$ cat src/rtl/debounce_pkg.sv
// debounce_pkg: shared defaults and counter-width helper for the debounce bank
package debounce_pkg;
  localparam int DEF_NUM_CH = 4;
  localparam int DEF_SYNC_STAGES = 2;
  localparam int DEF_STABLE_TICKS = 8;
  localparam int DEF_TICK_DIV = 1;
  localparam bit DEF_INIT_LEVEL = 1'b0;
  function automatic int cnt_width(input int n);
    return (n > 2) ? $clog2(n) : 1;
  endfunction
endpackage

$ cat src/rtl/debounce_bank_if.sv
// debounce_bank_if: raw inputs, enable and filtered outputs of the debounce bank
interface debounce_bank_if #(parameter int NUM_CH = 4);
  logic en;
  logic [NUM_CH-1:0] button;
  logic [NUM_CH-1:0] debounced;
  logic [NUM_CH-1:0] rise;
  logic [NUM_CH-1:0] fall;
  logic any_change;
  modport master (output en, button, input debounced, rise, fall, any_change);
  modport slave (input en, button, output debounced, rise, fall, any_change);
endinterface

$ cat src/rtl/debounce_channel.sv
// debounce_channel: synchroniser, stability counter, filtered level and edge pulses for one input
module debounce_channel import debounce_pkg::*; #(
  parameter int SYNC_STAGES = DEF_SYNC_STAGES,
  parameter int STABLE_TICKS = DEF_STABLE_TICKS,
  parameter bit INIT_LEVEL = DEF_INIT_LEVEL
) (
  input  logic clk,
  input  logic reset,
  input  logic tick_i,
  input  logic button_i,
  output logic debounced_o,
  output logic rise_o,
  output logic fall_o,
  output logic toggle_o
);
  localparam int CW = cnt_width(STABLE_TICKS);
  logic [SYNC_STAGES-1:0] sync_q, sync_d;
  logic [CW-1:0] cnt_q, cnt_d;
  logic deb_q, deb_d, rise_q, rise_d, fall_q, fall_d, differ;
  always_comb begin
    sync_d = {sync_q[SYNC_STAGES-2:0], button_i};
    differ = sync_q[SYNC_STAGES-1] ^ deb_q;
    toggle_o = tick_i && differ && cnt_q == CW'(STABLE_TICKS - 1);
    cnt_d = !tick_i ? cnt_q : (differ && !toggle_o) ? cnt_q + 1'b1 : '0;
    deb_d = deb_q ^ toggle_o;
    rise_d = toggle_o && !deb_q;
    fall_d = toggle_o && deb_q;
  end
  always_ff @(posedge clk) begin
    if (reset) begin
      sync_q <= {SYNC_STAGES{INIT_LEVEL}};
      cnt_q <= '0;
      deb_q <= INIT_LEVEL;
      rise_q <= 1'b0;
      fall_q <= 1'b0;
    end else begin
      sync_q <= sync_d;
      cnt_q <= cnt_d;
      deb_q <= deb_d;
      rise_q <= rise_d;
      fall_q <= fall_d;
    end
  end
  assign debounced_o = deb_q;
  assign rise_o = rise_q;
  assign fall_o = fall_q;
endmodule

$ cat src/rtl/debounce_bank.sv
// debounce_bank: NUM_CH independent debouncers sharing one sample-tick prescaler
module debounce_bank import debounce_pkg::*; #(
  parameter int NUM_CH = DEF_NUM_CH,
  parameter int SYNC_STAGES = DEF_SYNC_STAGES,
  parameter int STABLE_TICKS = DEF_STABLE_TICKS,
  parameter int TICK_DIV = DEF_TICK_DIV,
  parameter bit INIT_LEVEL = DEF_INIT_LEVEL
) (
  input logic clk,
  input logic reset,
  debounce_bank_if.slave bus
);
  localparam int PW = cnt_width(TICK_DIV);
  logic [PW-1:0] pre_q, pre_d;
  logic tick, any_q, any_d;
  logic [NUM_CH-1:0] toggle, deb, rise, fall;
  always_comb begin
    tick = bus.en && pre_q == PW'(TICK_DIV - 1);
    pre_d = !bus.en ? pre_q : tick ? '0 : pre_q + 1'b1;
    any_d = |toggle;
  end
  always_ff @(posedge clk) begin
    if (reset) begin
      pre_q <= '0;
      any_q <= 1'b0;
    end else begin
      pre_q <= pre_d;
      any_q <= any_d;
    end
  end
  for (genvar i = 0; i < NUM_CH; i++) begin : g_ch
    debounce_channel #(
      .SYNC_STAGES(SYNC_STAGES),
      .STABLE_TICKS(STABLE_TICKS),
      .INIT_LEVEL(INIT_LEVEL)
    ) u_ch (
      .clk(clk),
      .reset(reset),
      .tick_i(tick),
      .button_i(bus.button[i]),
      .debounced_o(deb[i]),
      .rise_o(rise[i]),
      .fall_o(fall[i]),
      .toggle_o(toggle[i])
    );
  end
  assign bus.debounced = deb;
  assign bus.rise = rise;
  assign bus.fall = fall;
  assign bus.any_change = any_q;
endmodule

$ cat src/flat_wrapper.sv
// flat-port wrapper written by rule: the top's interface ports become plain ports
module debounce_bank_flat import debounce_pkg::*;
#(
  parameter int NUM_CH = DEF_NUM_CH,
  parameter int SYNC_STAGES = DEF_SYNC_STAGES,
  parameter int STABLE_TICKS = DEF_STABLE_TICKS,
  parameter int TICK_DIV = DEF_TICK_DIV,
  parameter bit INIT_LEVEL = DEF_INIT_LEVEL
)
  (clk, reset, bus_en, bus_button, bus_debounced, bus_rise, bus_fall, bus_any_change);
  debounce_bank_if #(.NUM_CH(NUM_CH)) bus_i ();
  input logic clk;
  input logic reset;
  input wire logic [$bits(bus_i.en)-1:0] bus_en;
  input wire logic [$bits(bus_i.button)-1:0] bus_button;
  output wire logic [$bits(bus_i.debounced)-1:0] bus_debounced;
  output wire logic [$bits(bus_i.rise)-1:0] bus_rise;
  output wire logic [$bits(bus_i.fall)-1:0] bus_fall;
  output wire logic [$bits(bus_i.any_change)-1:0] bus_any_change;
  assign bus_i.en = bus_en;
  assign bus_i.button = bus_button;
  assign bus_debounced = bus_i.debounced;
  assign bus_rise = bus_i.rise;
  assign bus_fall = bus_i.fall;
  assign bus_any_change = bus_i.any_change;
  debounce_bank #(.NUM_CH(NUM_CH), .SYNC_STAGES(SYNC_STAGES), .STABLE_TICKS(STABLE_TICKS), .TICK_DIV(TICK_DIV), .INIT_LEVEL(INIT_LEVEL)) u_core (.clk(clk), .reset(reset), .bus(bus_i));
endmodule
$ cat config.mk
export PLATFORM = sky130hd
export DESIGN_NAME = debounce_bank_flat
export DESIGN_NICKNAME = d
export VERILOG_FILES = /design/src/rtl/debounce_pkg.sv /design/src/rtl/debounce_bank_if.sv /design/src/rtl/debounce_channel.sv /design/src/rtl/debounce_bank.sv /design/src/flat_wrapper.sv
export SDC_FILE = /design/constraint.sdc
export NUM_CORES = 1
export LEC_CHECK = 0
export ABC_CLOCK_PERIOD_IN_PS = 3910
export BUFFER_PORTS_ARGS = -buffer_cell sky130_fd_sc_hd__buf_2
export CAP_MARGIN = 15
export CORE_MARGIN = 4
export CORE_UTILIZATION = 45
export CTS_BUF_LIST = sky130_fd_sc_hd__clkbuf_16
export DETAILED_ROUTE_END_ITERATION = 8
export PLACE_DENSITY = 0.68
export SLEW_MARGIN = 5
export SYNTH_ARGS = -nofsm -noshare
export SYNTH_HDL_FRONTEND = slang
export SYNTH_SLANG_ARGS = --single-unit
export TNS_END_PERCENT = 30
$ cat constraint.sdc
create_clock -name clk -period 3.91 [get_ports clk]
set_input_delay 0.5865 -clock clk [delete_from_list [all_inputs] [get_ports clk]]
set_output_delay 0.5865 -clock clk [all_outputs]
set_load 0.01 [all_outputs]
After elaboration in Yosys (flattened, before gate mapping)
Index checks and enable logic that the tools add are counted.
{"block": "word_totals", "register_bits": 34, "output_inout_bits": 13, "word_cells": 75}
{"block": "op_classes", "add_sub_neg": 5, "n_eq_ne": 4, "n_mux": 5, "bitwise_logic": 9, "n_reduce_logical": 30}
{"op": "logical AND 1 bit", "count": 21}
{"op": "adder 3 x 1 -> 3 bit (second input constant)", "count": 4}
{"op": "equality test 3 bit (second input constant)", "count": 4}
{"op": "2-to-1 mux 3 bit", "count": 4}
{"op": "zero test 1 bit", "count": 8}
{"op": "bitwise XOR 1 bit", "count": 8}
{"op": "OR reduction 4 bit", "count": 1}
{"op": "adder 1 bit (second input constant)", "count": 1}
{"op": "2-to-1 mux 1 bit", "count": 1}
{"op": "inverter 1 bit", "count": 1}

Longest topological paths before layout
Gate-level depths: netlist (run 1).
{"block": "depth", "word_depth": 7, "ltp_mapped": 5, "depth_no_buf": 5}

Cells and area by module
From an unflattened synthesis (run 1), not the netlist that was laid out.
{"block": "unflattened", "cells_unflattened": 114, "area_unflattened_um2": 1370.1}
{"module": "debounce_channel", "n_inst": 4, "cells_each": 27, "area_each_um2": 326.6}
{"module": "debounce_bank", "n_inst": 1, "cells_each": 6, "area_each_um2": 63.8}

Least setup slack after synthesis (run 1)
OpenSTA, ideal clock, no wires.
{"block": "synth_timing", "path_type": "input to register", "startpoint": "in bus_en", "endpoint": "reg u_core.any_q (netlist: u_core.bus.any_change)", "setup_time_ns": 0.125, "arrival_time_ns": 1.294, "setup_slack_ns": 2.491, "path_stages": 3, "n_path_buf": 0, "path_cell_list": "nor2b_1 > and3_4 > o41a_1"}
{"block": "synth_via", "elab_chain_len": 4, "word_cells_on_any_way": 10, "classes_between": "10 x reduce/logical"}
{"item": "start: declaration", "line": "flat_wrapper.sv:14", "rtl": "input wire logic [$bits(bus_i.en)-1:0] bus_en;"}
{"item": "logical AND 1 bit *", "line": "debounce_bank.sv:18", "rtl": "tick = bus.en && pre_q == PW'(TICK_DIV - 1);"}
{"item": "logical AND 1 bit (2 in a row)", "line": "debounce_channel.sv:23", "rtl": "toggle_o = tick_i && differ && cnt_q == CW'(STABLE_TICKS - 1);"}
{"item": "OR reduction 4 bit *", "line": "debounce_bank.sv:20", "rtl": "any_d = |toggle;"}
{"item": "end signal: assignment", "line": "debounce_bank.sv:28", "rtl": "any_q <= any_d;"}
{"item": "end: declaration", "line": "debounce_bank.sv:15", "rtl": "logic tick, any_q, any_d;"}
Every way passes the cells marked *; elsewhere a longest branch is shown, timed or not.
A chain may end at the register's enable or synchronous reset.

Final worst setup path (run 1)
{"block": "layout_timing", "startpoint": "reg u_core.g_ch[1].u_ch.cnt_q[0]", "endpoint": "reg u_core.g_ch[1].u_ch.cnt_q[0]"}
{"block": "layout_via", "elab_chain_len": 5, "word_cells_on_any_way": 6, "classes_between": "1 x add/sub; 1 x eq/ne; 1 x mux; 3 x reduce/logical"}
{"item": "start: declaration", "line": "debounce_channel.sv:18", "rtl": "logic [CW-1:0] cnt_q, cnt_d;"}
{"item": "start signal: assignment", "line": "debounce_channel.sv:38", "rtl": "cnt_q <= cnt_d;"}
{"item": "branches (longest 4 deep; another with adder 3 x 1 -> 3 bit)"}
{"item": "2-to-1 mux 3 bit *", "line": "debounce_channel.sv:24", "rtl": "cnt_d = !tick_i ? cnt_q : (differ && !toggle_o) ? cnt_q + 1'b1 : '0;"}
Mark *: on every way between the ends.

==> flow_summary.json, run 1 <==
{
  "finalNonFillerCells": 190,
  "num_rows": 20,
  "regArea_um2": 681,
  "routedWlPerCell_um": 11.6,
  "cts_hold_repair.buffers": 0,
  "finalHoldViolations": 0,
  "r2r_cells": 5,
  "syn_avg_cell_area_um2": 10.5,
  "mostFrequentLayoutCells": "dfxtp_1, buf_2, nor2b_1",
  "syn_area_mm2": 0.00141,
  "via_count": 909,
  "crit_path_max_fanout": 3,
  "synth_seq_cells": 34,
  "post_cts_buffers": 0,
  "antenna_found_initial": 0,
  "drv_cap": 0,
  "multiInputGateArea_um2": 607,
  "die_w_um": 64.0,
  "area_growth_pct": 12.8,
  "hold_class": "flop to flop",
  "path_class": "flop to flop",
  "drive_above_1_share_pct": 17.8,
  "synth_nets": 158,
  "synth_cells": 135,
  "fin_nets": 168,
  "io-pin-count": 20,
  "place_ws_ns": 2.29,
  "grt_usage_pct": 13.2,
  "routed_via_density": 4.78,
  "grt_pass1_vias": 958,
  "total_power_mw": 0.739,
  "cts_resized": 0,
  "relSlewSlack_pct": 61.8,
  "post-place-cells": 182,
  "drcViolationCount": 0,
  "setup_slack_ns": 2.48,
  "wirelength_mm": 2.21,
  "ys_types": 18,
  "cts.sinks": 34,
  "grt.overflow.total": 0,
  "worst_ir_drop_vdd_mv": 0.250,
  "p_per_area_mw_per_mm2": 464,
  "coreArea_mm2": 0.00303,
  "dp_hpwl_mm": 1.48,
  "arrival_ns": 1.63,
  "required_ns": 4.11,
  "start_kind": "flop",
  "synth_warnings": 0,
  "htree_levels": 2,
  "cts_tree": "yes",
  "drtAntennaViolNets": 0,
  "start_util_pct": 46.7,
  "holdPathStages": 1,
  "finalSetupTns_ns": 0,
  "setup_viol": 0,
  "ys_seq_area_share_pct": 48.2,
  "cp-end-kind": "flop",
  "fin_crit_ns": 1.43,
  "gp_routability_congestion": 0.690,
  "first_pass_iters": 4,
  "die_area_mm2": 0.00410,
  "fin_crit_sh_pct": 36.5,
  "root_buffer": "clkbuf_16",
  "cts_buffers": 5,
  "clk_latency_ns": 0.28,
  "n_fill_cell": 285,
  "fp.dieH_um": 64.0,
  "clk_path_buf_depth": 2,
  "grt_pass1_wl_mm": 4.02,
  "power.leakage_nw": 0.763,
  "io_buffers": 19,
  "grt_max_degree": 35,
  "antennaDiodeCount": 0,
  "mostFrequentLayoutCell": "dfxtp_1",
  "clk_pin_slew_ns": 0.05,
  "skew_ns": 0.00434,
  "hold_slack_ns": 0.433,
  "outcome": "completed",
  "grt_setup_unrepaired": "no",
  "drt_iter0_markers": 39,
  "worst_pin_slew_ns": 0.573,
  "max_freq_mhz": 701,
  "final-max-slew-violation-count": 0
}
## sequential cells by signal, indices dropped and copies added (netlist names)
register and count:
u_core.g_ch.u_ch.debounced_o 4, u_core.bus.any_change 1, u_core.pre_q 1, u_core.g_ch.u_ch.rise_o 4, u_core.g_ch.u_ch.fall_o 4, u_core.g_ch.u_ch.sync_q 8
u_core.g_ch.u_ch.cnt_q 12
## critical path: stages, from the launching register on
cell,delay [ns]
dfxtp_1,0.32
ha_1,0.19
ha_1,0.19
nor3b_1,0.36
nand3b_1,0.13
a21oi_1,0.16
## power by group
part	switching, mW	total (mW)	leakage (nW)	internal (mW)
sequential	0.00192	0.354	0.276	0.352
clock	0.134	0.364	0.0724	0.229
combinational	0.0138	0.0217	0.415	0.00786
total	0.150	0.739	0.763	0.589
## per-layer routing
layer	global-route usage [%]	vias up	wire [um]	share of wire, %
met5	0	-	0	0
met4	9.16	0	61	2.8
met3	6.68	6	143	6.5
met2	22.2	20	1100	50
met1	12.2	416	905	41
li1	-	467	-	-
## cell families after synthesis
group | after synthesis | share of synthesized area (%)
fa+ha+maj | 16 | 14.2
xor+xnor | 4 | 2.48
simple gates | 47 | 19.1
flops | 34 | 48.2
compound gates | 13 | 7.17
buf+inv | 21 | 8.86
## cells in the mapped netlist (all sizes together)
cell type | instances | area, um^2
dfxtp | 34 | 681
nor2b | 17 | 106
ha | 16 | 200
buf | 13 | 95.1
nor2 | 12 | 45.0
a32oi | 8 | 70.1
inv | 5 | 18.8
nor3b | 5 | 37.5
a21oi | 4 | 20.0
and3 | 4 | 30.0
nand2 | 4 | 15.0
nand3b | 4 | 30.0
xor2 | 4 | 35.0
clkbuf | 3 | 11.3
nand2b | 1 | 6.26
o41a | 1 | 11.3
## path summary, 6_finish.rpt
kind,startpoint,to,slack (ns)
hold / removal,u_core.g_ch[1].u_ch.sync_q[0],u_core.g_ch[1].u_ch.sync_q[1],0.43
setup reg to reg,u_core.g_ch[1].u_ch.cnt_q[0],u_core.g_ch[1].u_ch.cnt_q[0],2.48
hold reg to reg,u_core.g_ch[1].u_ch.sync_q[0],u_core.g_ch[1].u_ch.sync_q[1],0.43
setup / recovery,u_core.g_ch[1].u_ch.cnt_q[0],u_core.g_ch[1].u_ch.cnt_q[0],2.48
## cell type report
cell class	count	area share [%]
Timing Repair Buffer	19	5.97
Multi-Input combinational cell	80	38.1
Sequential cell	34	42.7
Clock buffer	5	7.85
Clock inverter	3	0.785
Tap cell	44	3.45
Inverter	5	1.18
## per-stage QoR
stage / area [um^2] / util, %
floorplan: 1410 / -
CTS: 1590 / 52.6
detailed placement: 1460 / 48.1
global route: 1590 / 52.6
global placement: 1460 / 48.1
finish: 1590 / 52.6
(Power assumes the default switching activity.)
==> run 2, diff against run 1 <==
--- a/config.mk
+++ b/config.mk
@@ -5,14 +5,14 @@
 export SDC_FILE = /design/constraint.sdc
 export NUM_CORES = 1
 export LEC_CHECK = 0
-export ABC_CLOCK_PERIOD_IN_PS = 3910
+export ABC_CLOCK_PERIOD_IN_PS = 1300
 export BUFFER_PORTS_ARGS = -buffer_cell sky130_fd_sc_hd__buf_2
 export CAP_MARGIN = 15
 export CORE_MARGIN = 4
 export CORE_UTILIZATION = 45
 export CTS_BUF_LIST = sky130_fd_sc_hd__clkbuf_16
 export DETAILED_ROUTE_END_ITERATION = 8
-export PLACE_DENSITY = 0.68
+export PLACE_DENSITY = 0.71
 export SLEW_MARGIN = 5
 export SYNTH_ARGS = -nofsm -noshare
 export SYNTH_HDL_FRONTEND = slang
==> constraint.sdc (replaced) <==
create_clock -name clk -period 1.3 [get_ports clk]
set_input_delay 0.195 -clock clk [delete_from_list [all_inputs] [get_ports clk]]
set_output_delay 0.195 -clock clk [all_outputs]
set_load 0.01 [all_outputs]
==> flow_summary.json, run 2 (synthesis results as in run 1) <==
{
  "outcome": "complete, but fails checks",
  "violations": "negative setup slack",
  "clk_path_buf_depth": 2,
  "setup_slack_ns": -0.0116,
  "final-max-slew-violation-count": 0,
  "min-delay-start": "bus_button[0]",
  "antenna_found_initial": 0,
  "grt_max_degree": 19,
  "start_util_pct": 46.7,
  "worst_pin_slew_ns": 0.310,
  "max_stage_delay_ns": 0.40,
  "cts_hold_repair.buffers": 0,
  "hold_class": "primary input to flop",
  "die_area_mm2": 0.00410,
  "rrSetupSlack_ns": -0.01,
  "grt_pass1_vias": 1006,
  "reg.largest.list": "u_core.g_ch.u_ch.cnt_q (12), u_core.g_ch.u_ch.sync_q (8)",
  "required_ns": 1.45,
  "cts.sinks": 34,
  "dp_hpwl_mm": 1.74,
  "io_buffers": 19,
  "htree_levels": 2,
  "drcViolationCount": 0,
  "p_per_area_mw_per_mm2": 1310,
  "setup_viol": 1,
  "max_freq_mhz": 762,
  "arrival_ns": 1.47,
  "holdPathStages": 2,
  "wirelength_mm": 2.42,
  "root_buffer": "clkbuf_16",
  "finalNonFillerCells": 203,
  "power.leakage_nw": 0.834,
  "drv_cap": 0,
  "cts_tree": "yes",
  "grt.overflow.total": 0,
  "routed_via_density": 4.67,
  "mostFrequentLayoutCell": "dfxtp_1",
  "finalHoldViolations": 0,
  "r2r_cells": 4,
  "finalSetupTns_ns": -0.0116,
  "gp_routability_congestion": 0.731,
  "mostFrequentLayoutCells": "dfxtp_1, buf_2, nor2b_1",
  "clk_pin_slew_ns": 0.05,
  "regMostFlops": "u_core.g_ch.u_ch.cnt_q",
  "relSlewSlack_pct": 79.3,
  "r2r_end": "u_core.bus.any_change",
  "total_power_mw": 2.43,
  "fin_crit_sh_pct": 101,
  "path_class": "flop to flop",
  "grt_setup_unrepaired": "yes",
  "num_rows": 20,
  "via_count": 947,
  "area_growth_pct": 31.3,
  "cpMostUsedCell": "ha_4",
  "fp.dieH_um": 64.0,
  "crit_chain": "ha_4, ha_4, and3_4, o41a_1",
  "largest_reg_flops": 12,
  "skew_ns": 0.00449,
  "post-route-util_pct": 61.2,
  "first_pass_iters": 4,
  "io-pin-count": 20,
  "crit_path_max_fanout": 3,
  "routedWlPerCell_um": 11.9,
  "cts_buffers": 5,
  "fin_crit_ns": 1.31,
  "cp_slowest_cell": "o41a_1",
  "antennaDiodeCount": 0,
  "die_w_um": 64.0,
  "fin_nets": 182,
  "grt_usage_pct": 13.8,
  "worst_ir_drop_vdd_mv": 0.993,
  "grt_pass1_wl_mm": 4.29,
  "drive_above_1_share_pct": 41.5,
  "post_cts_buffers": 0,
  "drtAntennaViolNets": 0,
  "reg2reg_from": "u_core.g_ch[3].u_ch.cnt_q[1]",
  "final_area_mm2": 0.00185,
  "coreArea_mm2": 0.00303,
  "clk_latency_ns": 0.27,
  "post-place-cells": 196,
  "cp-end-kind": "flop",
  "postPlaceCellArea_mm2": 0.00158,
  "holdPathEnd": "u_core.g_ch[0].u_ch.sync_q[0]",
  "drt_iter0_markers": 11,
  "start_kind": "flop"
}
-- run 2: changes by cell type in the layout (fill, tap and decap cells not counted), moves of 4 or more --
| cell | before | now |
|---|---|---|
| dfxtp_2 | 0 | 7 |
| ha_4 | 0 | 5 |
| ha_1 | 16 | 8 |
| buf_4 | 0 | 14 |
| dfxtp_1 | 34 | 27 |
| nor3b_2 | 0 | 4 |
| nor3b_1 | 5 | 1 |
-- run 2: how the worst max path moves through the flow --
| stage | startpoint | to | cells past startpoint |
|---|---|---|---|
| 2_1_floorplan | u_core.g_ch[0].u_ch.cnt_q[0] | u_core.bus.any_change | 4 |
| 3_3_place_gp | u_core.g_ch[1].u_ch.cnt_q[0] | u_core.g_ch[1].u_ch.cnt_q[0] | 5 |
| 3_5_place_dp | u_core.g_ch[0].u_ch.cnt_q[0] | u_core.g_ch[0].u_ch.cnt_q[0] | 5 |
| 4_1_cts | u_core.g_ch[3].u_ch.cnt_q[1] | u_core.bus.any_change | 4 |
| 5_1_grt | u_core.g_ch[3].u_ch.cnt_q[1] | u_core.bus.any_change | 4 |
| 6_report | u_core.g_ch[3].u_ch.cnt_q[1] | u_core.bus.any_change | 4 |
-- run 2: layout make-up --
type,count,area (um^2)
Sequential cell,34,689
Clock inverter,2,33.8
Clock buffer,5,125
Timing Repair Buffer,33,200
Inverter,5,18.8
Fill cell,264,1170
Tap cell,44,55.1
Multi-Input combinational cell,80,732
-- run 2: routing by layer --
metal | vias up | GRT usage [%] | share of wire, %
met5 | - | 0 | 0
met4 | 0 | 8.36 | 2.3
met3 | 5 | 4.39 | 4.3
met2 | 20 | 24.1 | 51
met1 | 433 | 14.1 | 43
li1 | 489 | - | -
-- run 2: critical path, delay by kind of cell, from the launching register on --
family | cells | cell delay, ns
AO/OA/AOI/OAI | 1 | 0.40
adder cells (fa/ha/maj) | 2 | 0.31
flip-flops | 1 | 0.33
AND/OR/NAND/NOR | 1 | 0.15
-- run 2: what timing repair did --
action / in CTS / in global routing
pin swaps: 1 / 2
setup endpoints to repair: 17 / 17
resized for setup: 19 / 7
-- run 2: stage by stage --
step | hold WS (ns) | worst slack (ns)
5_1_grt | 0.141 | -0.0436
3_5_place_dp | 0.414 | -0.0791
6_report | 0.134 | -0.0116
2_1_floorplan | 0.267 | 0.00149
3_3_place_gp | 0.401 | -0.0148
4_1_cts | 0.130 | -0.0165
-- run 2: report_power, final --
group | total, mW | internal (mW) | switching [mW]
combinational | 0.0873 | 0.0409 | 0.0464
clock | 1.28 | 0.884 | 0.392
sequential | 1.07 | 1.06 | 0.00649
==> run 3, diff against run 2 <==
--- a/config.mk
+++ b/config.mk
@@ -8,7 +8,6 @@
 export ABC_CLOCK_PERIOD_IN_PS = 1300
 export BUFFER_PORTS_ARGS = -buffer_cell sky130_fd_sc_hd__buf_2
 export CAP_MARGIN = 15
-export CORE_MARGIN = 4
 export CORE_UTILIZATION = 45
 export CTS_BUF_LIST = sky130_fd_sc_hd__clkbuf_16
 export DETAILED_ROUTE_END_ITERATION = 8
==> flow_summary.json, run 3 (synthesis results as in run 1) <==
{
  "outcome": "complete, but fails checks",
  "violations": "design-rule violations, negative setup slack",
  "clk_latency_ns": 0.27,
  "reg.largest.list": "u_core.g_ch.u_ch.cnt_q (12), u_core.g_ch.u_ch.sync_q (8)",
  "max_freq_mhz": 761,
  "finalHoldViolations": 0,
  "grt.overflow.total": 0,
  "io-pin-count": 20,
  "final_area_mm2": 0.00188,
  "drive_above_1_share_pct": 40.3,
  "drt_iter0_markers": 23,
  "start_util_pct": 49.5,
  "start_kind": "flop",
  "regArea_um2": 689,
  "setup_viol": 1,
  "drcViolationCount": 1,
  "fp.dieH_um": 58.0,
  "io_buffers": 19,
  "worst_ir_drop_vdd_mv": 0.914,
  "grt_usage_pct": 16.9,
  "coreArea_mm2": 0.00285,
  "first_pass_iters": 8,
  "clk_pin_slew_ns": 0.05,
  "final-max-slew-violation-count": 0,
  "finalSetupTns_ns": -0.0145,
  "path_class": "flop to flop",
  "cp-end-kind": "flop",
  "antenna_found_initial": 0,
  "cts_tree": "yes",
  "post_cts_buffers": 0,
  "finalNonFillerCells": 190,
  "crit_path_max_fanout": 3,
  "fin_crit_sh_pct": 101,
  "mostFrequentLayoutCells": "dfxtp_1, buf_2, nor2b_1",
  "hold_slack_ns": 0.133,
  "postPlaceCellArea_mm2": 0.00156,
  "grt_pass1_wl_mm": 4.09,
  "die_area_mm2": 0.00337,
  "worst_pin_slew_ns": 0.268,
  "root_buffer": "clkbuf_16",
  "num_rows": 19,
  "n_fill_cell": 214,
  "routed_via_density": 5.11,
  "largest_reg_flops": 12,
  "mostFrequentLayoutCell": "dfxtp_1",
  "drtAntennaViolNets": 0,
  "antennaDiodeCount": 0,
  "clk_path_buf_depth": 2,
  "die_w_um": 58.0,
  "routedWlPerCell_um": 14.4,
  "hold_class": "primary input to flop",
  "fin_crit_ns": 1.31,
  "required_ns": 1.46,
  "drv_cap": 0,
  "p_per_area_mw_per_mm2": 1300,
  "regMostFlops": "u_core.g_ch.u_ch.cnt_q",
  "setup_slack_ns": -0.0145,
  "via_count": 970,
  "power.leakage_nw": 0.833,
  "grt_setup_unrepaired": "yes",
  "wirelength_mm": 2.73,
  "post-place-cells": 183,
  "fin_nets": 182,
  "htree_levels": 2,
  "gp_routability_congestion": 0.715,
  "grt_max_degree": 16,
  "relSlewSlack_pct": 82.2,
  "grt_pass1_vias": 966,
  "skew_ns": 0.00266,
  "cts_hold_repair.buffers": 0,
  "area_growth_pct": 32.8,
  "dp_hpwl_mm": 1.77,
  "arrival_ns": 1.47,
  "cts_buffers": 5,
  "cts.sinks": 34,
  "multiInputGateArea_um2": 769
}
[run 3: cell counts in the layout (fill, tap and decap cells not counted)]
Identical to the previous run, type by type.
[run 3: power by group]
group / internal [mW] / switching [mW] / total [mW]
Combinational: 0.0444 / 0.0508 / 0.0953
Clock: 0.885 / 0.401 / 1.29
Sequential: 1.06 / 0.00709 / 1.06
Total: 1.99 / 0.459 / 2.45
[run 3: layout make-up]
cell class | count | area share (%)
Clock inverter | 2 | 1.80
Multi-Input combinational cell | 80 | 41.0
Timing Repair Buffer | 33 | 10.7
Inverter | 5 | 1.00
Tap cell | 31 | 2.07
Sequential cell | 34 | 36.8
Clock buffer | 5 | 6.67
[run 3: final timing paths]
path | startpoint | end | slack, ns | depth (start not counted)
min | bus_button[1] | u_core.g_ch[1].u_ch.sync_q[0] | 0.13 | 2
min reg2reg | u_core.g_ch[0].u_ch.sync_q[0] | u_core.g_ch[0].u_ch.sync_q[1] | 0.44 | 1
max reg2reg | u_core.g_ch[1].u_ch.cnt_q[1] | u_core.bus.any_change | -0.01 | 4
max | u_core.g_ch[1].u_ch.cnt_q[1] | u_core.bus.any_change | -0.01 | 4
[run 3: per-layer routing]
metal	global-route usage, %	up-vias	share of wire [%]	wire length, um
li1	-	493	-	-
met1	17.6	453	42	1140
met2	29.4	19	53	1440
met3	6.92	5	4.1	112
met4	8.16	0	1.4	37
met5	0	-	0	0
[run 3: what timing repair did]
action / in CTS / in global routing
resized for setup: 8 / 21
pin swaps: 0 / 6
hold endpoints to repair: 0 / 0
cloned: 0 / 0
setup endpoints to repair: 18 / 19
[run 3: critical path: stages, from the launching register on]
cell,delay [ns]
dfxtp_2,0.33
ha_4,0.16
ha_4,0.16
and3_4,0.16
o41a_1,0.39
[run 3: metrics by stage]
step	setup WS, ns	util, %	total power [mW]
6_report	-0.0145	65.7	2.45
5_1_grt	-0.0362	65.7	2.53
4_1_cts	-0.0567	61.4	2.46
3_5_place_dp	-0.0776	54.7	1.17
3_3_place_gp	-0.0123	54.7	1.17
2_1_floorplan	0.00149	-	1.13
